<file path="config.mk">
export PLATFORM = sky130hd
export DESIGN_NAME = register_file
export DESIGN_NICKNAME = d
export VERILOG_FILES = /design/src/rtl/register_file.sv
export SDC_FILE = /design/constraint.sdc
export NUM_CORES = 2
export LEC_CHECK = 0
export BUFFER_PORTS_ARGS = -buffer_cell sky130_fd_sc_hd__buf_4
export CAP_MARGIN = 10
export CORE_UTILIZATION = 55
export CTS_CLUSTER_SIZE = 12
export DETAILED_ROUTE_END_ITERATION = 12
export PLACE_DENSITY = 0.74
export SYNTH_ARGS = -nofsm -noshare
export SYNTH_HDL_FRONTEND = slang
export SYNTH_SLANG_ARGS = --single-unit
</file>
<file path="constraint.sdc">
create_clock -name clk -period 3.9 [get_ports clk]
set_clock_uncertainty 0.2 [all_clocks]
set_input_delay 0.39 -clock clk [delete_from_list [all_inputs] [get_ports clk]]
set_output_delay 0.39 -clock clk [all_outputs]
set_load 0.005 [all_outputs]
</file>
<file path="src/rtl/register_file.sv">
// 32 x 32-bit integer register file: two combinational read ports, one write port, x0 hardwired to zero.
// Latency: reads are combinational; a write lands on the rising clk edge and is visible right after it.
// Backpressure: none, every write is accepted. Optional RF_BYPASS_EN forwards write_data to matching reads.
module register_file #(
    parameter int DATA_WIDTH = 32,
    parameter int ADDR_WIDTH = 5
) (
    input  logic                  clk,
    input  logic                  reset,
    input  logic [ADDR_WIDTH-1:0] read_reg1,
    input  logic [ADDR_WIDTH-1:0] read_reg2,
    input  logic [ADDR_WIDTH-1:0] write_reg,
    input  logic                  write_enable,
    input  logic [DATA_WIDTH-1:0] write_data,
    output logic [DATA_WIDTH-1:0] read_data1,
    output logic [DATA_WIDTH-1:0] read_data2
);

    localparam int NUM_REGS = 2 ** ADDR_WIDTH;

    logic [DATA_WIDTH-1:0] regs [0:NUM_REGS-1];

    // An X/Z write_enable fails the === compare, so an unknown strobe never writes.
    always_ff @(posedge clk or negedge reset) begin
        if (!reset) begin
            for (int i = 0; i < NUM_REGS; i++) begin
                regs[i] <= '0;
            end
        end else if ((write_enable === 1'b1) && (write_reg != '0)) begin
            regs[write_reg] <= write_data;
        end
    end

`ifdef RF_BYPASS_EN
    logic fwd_ok;
    assign fwd_ok = reset && write_enable && (write_reg != '0);
`endif

    always_comb begin
        read_data1 = (read_reg1 == '0) ? '0 : regs[read_reg1];
        read_data2 = (read_reg2 == '0) ? '0 : regs[read_reg2];
`ifdef RF_BYPASS_EN
        if (fwd_ok && (write_reg == read_reg1)) begin
            read_data1 = write_data;
        end
        if (fwd_ok && (write_reg == read_reg2)) begin
            read_data2 = write_data;
        end
`endif
    end

endmodule

</file>
==> run summary <==
Int Power: 22.7 mW
final worst slack: 423 ps
max FFs per register: 1024
crit-path cells: buf_6, buf_4, and2_2, buf_12, a22oi_1, a311oi_1, buf_4
final RePlAce weighted congestion: 0.870
power share of the clock group: 34.4%
port bufs: 113
CTS clock-pin slew for the worst setup and hold paths: 50 ps
Non-Filler Instances: 4993
cell row count: 114
pre-CTS setup slack: 451 ps
Num CTS Buffers: 111
Req. time, crit path: 3310 ps
post-DR vias/cell: 7.10
RSZ-0062 raised after global routing: false
Final Cycle Share: 89.2%
Post-Syn Area: 54400 sq um
most used cell, CP: buf_4
LEAKAGE: 26.3 nW
Die H: 316 um
Mapped Nets: 3671
Worst Tran Pin Value: 966 ps
Horiz. Die Dim: 316 um
biggest registers after layout: regs (1024)
total of max-cap violations: 0
Synth Register Bits: 1024
Clock Tree Root: clkbuf_16
CP Max Fanout: 25
Filler cells: 7092
Power Density: 508 nW/um^2
EDFF count, synth: 0
asr flop ratio synth: 100%
Core ar.: 97300 sq um
Total GRT Usage: 33.4%
initial antenna violation count: 5
DR pass1 iterations: 5
Routed WL per cell: 32.7 um
Synth top area share: 47.1%
critical path's slowest cell: a311oi_1
Avg Cell Area, Syn: 15.0 sq um
sequential share of the synthesized area: 47.1%
largest net degree at the start of global routing: 93
Skew-Pair Late Insertion Delay: 720 ps
layout net count: 3678
Post-Synthesis Cells: 3621
final hold violations: 0
Starting Density: 55.9%
min cycle time layout: 3480 ps
DRT antenna net count: 0
final core occ: 62.8%
layout cells sized above 1: 54.0%
Gates resized, CTS repair: 0
Synth area leaders: dfrtp_1 (47%), mux2_2 (22%), mux4_2 (19%)
CP endpoint kind: output port
Switching Share: 27.0%
# setup viols final: 0
CTS sink count: 1024
Yosys top cell by area: dfrtp_1
status: finished clean
number of global-route vias before repair: 36.3k
most common cell after layout, fill and taps aside: mux2_2
Switch Pwr: 8.38 mW
CP Launch Type: primary input
VDD IR-drop max: 0.404 mV
drc violations: 0
hpwl dp: 100000 um
crit path kind: in -> out
worst hold path type: in -> reg
I/O pins: 114
yosys warns: 0
Die ar.: 100000 sq um
total negative setup slack: 0 ps
Post-synth top flop: dfrtp_1
worst-case clock buffer depth: 3
Relative slew margins: 35.1%
Max Transition Viols Final: 0
CP peak stage delay: 670 ps
f_max: 288 MHz
most frequent cells in the layout: mux2_2 (1046), dfrtp_1 (1024), mux4_2 (448), buf_4 (236), mux2i_1 (128)
DR vias: 35.4k
Crit path arrival time: 2890 ps
largest reg by FF count: regs
CTS Hold Bufs: 32
total gr overflow: 0
Power Total: 31.1 mW
final wirelength: 163000 um
H-tree Lvls: 3
Comb pwr share: 20.1%
Post-CTS Setup Bufs: 0
post-synth cell types: 35
synthesis-to-layout area growth: 12.4%
Reg power frac: 45.5%
First DRT Iteration DRCs: 4027
TritonCTS clock tree: done
placed insts: 4759
global-route wire length before repair: 245000 um
## path summary, 6_finish.rpt
check                               start              to  slack [ps]  cells after the start
hold / removal             write_data[23]       regs[311]          30                      2
setup / recovery             read_reg2[0]  read_data2[26]         420                      7
hold reg to reg                 regs[995]       regs[995]         190                      0
setup reg to reg                regs[568]       regs[568]        2880                      1
max in group asynchronous           reset       regs[978]        2310                      3
min in group asynchronous           reset       regs[576]         110                      2
## power groups by stage
stage,Clock [mW],Combinational [mW],Sequential (mW)
6_report,10.7,6.25,14.2
5_1_grt,11.2,6.67,14.4
3_3_place_gp,0,6.03,14.1
3_5_place_dp,0,6.18,14.2
4_1_cts,10.8,6.24,14.1
2_1_floorplan,0,4.66,13.7
## cells in the mapped netlist (5+ instances only)
cell type  instances
a211oi_1          64
a221oi_1          48
a22oi_1           64
a311oi_1          64
buf_2            164
buf_4             33
clkbuf_1         231
dfrtp_1         1024
mux2_1            10
mux2_2          1046
mux2i_1          128
mux4_2           448
nand2_1           45
nand2b_1           5
nor2_1            19
nor2b_1           71
o2111ai_1         16
o21ai_0          103
o21ai_1            9
## worst max-delay path, delay by kind of cell
kind	cells	cell delay, ps
buffers and inverters	4	1370
and+or+nand+nor	1	250
AOI/OAI and AO/OA	2	790
## layout make-up
class	instances	area, sq um	area share (%)
multi-input cells	2161	27000	44.1
flip-flops and latches	1024	25600	41.9
clock buffers	168	3260	5.34
repair buffers	328	3250	5.32
well taps	1276	1600	2.61
clock inverters	32	400	0.655
inverters	2	12.5	0.0205
diodes	2	5.00	0.00819
## cells by family after synthesis
family                 share of synthesized area, %
flip-flops                                     47.1
AND/OR/NAND/NOR                                1.58
AO/OA/AOI/OAI                                  4.86
buffers and inverters                          3.64
multiplexers                                   42.8
## layer usage
layer	GRT usage [%]	vias to the layer above	share of wire (%)
met3	7.91	418	9.5
met5	0	-	0.025
li1	-	14100	-
met2	50.6	1894	46
met1	46.5	19000	40
met4	14.5	6	4.4
## stage by stage
stage	area, sq um	hold slack [ps]
after floorplan	54400	-106
after global placement	57100	177
after detailed placement	57100	183
after CTS	61100	8.04
after global routing	61100	33.2
final	61100	30.2
Note: power is estimated with default switching activity, not from simulation.
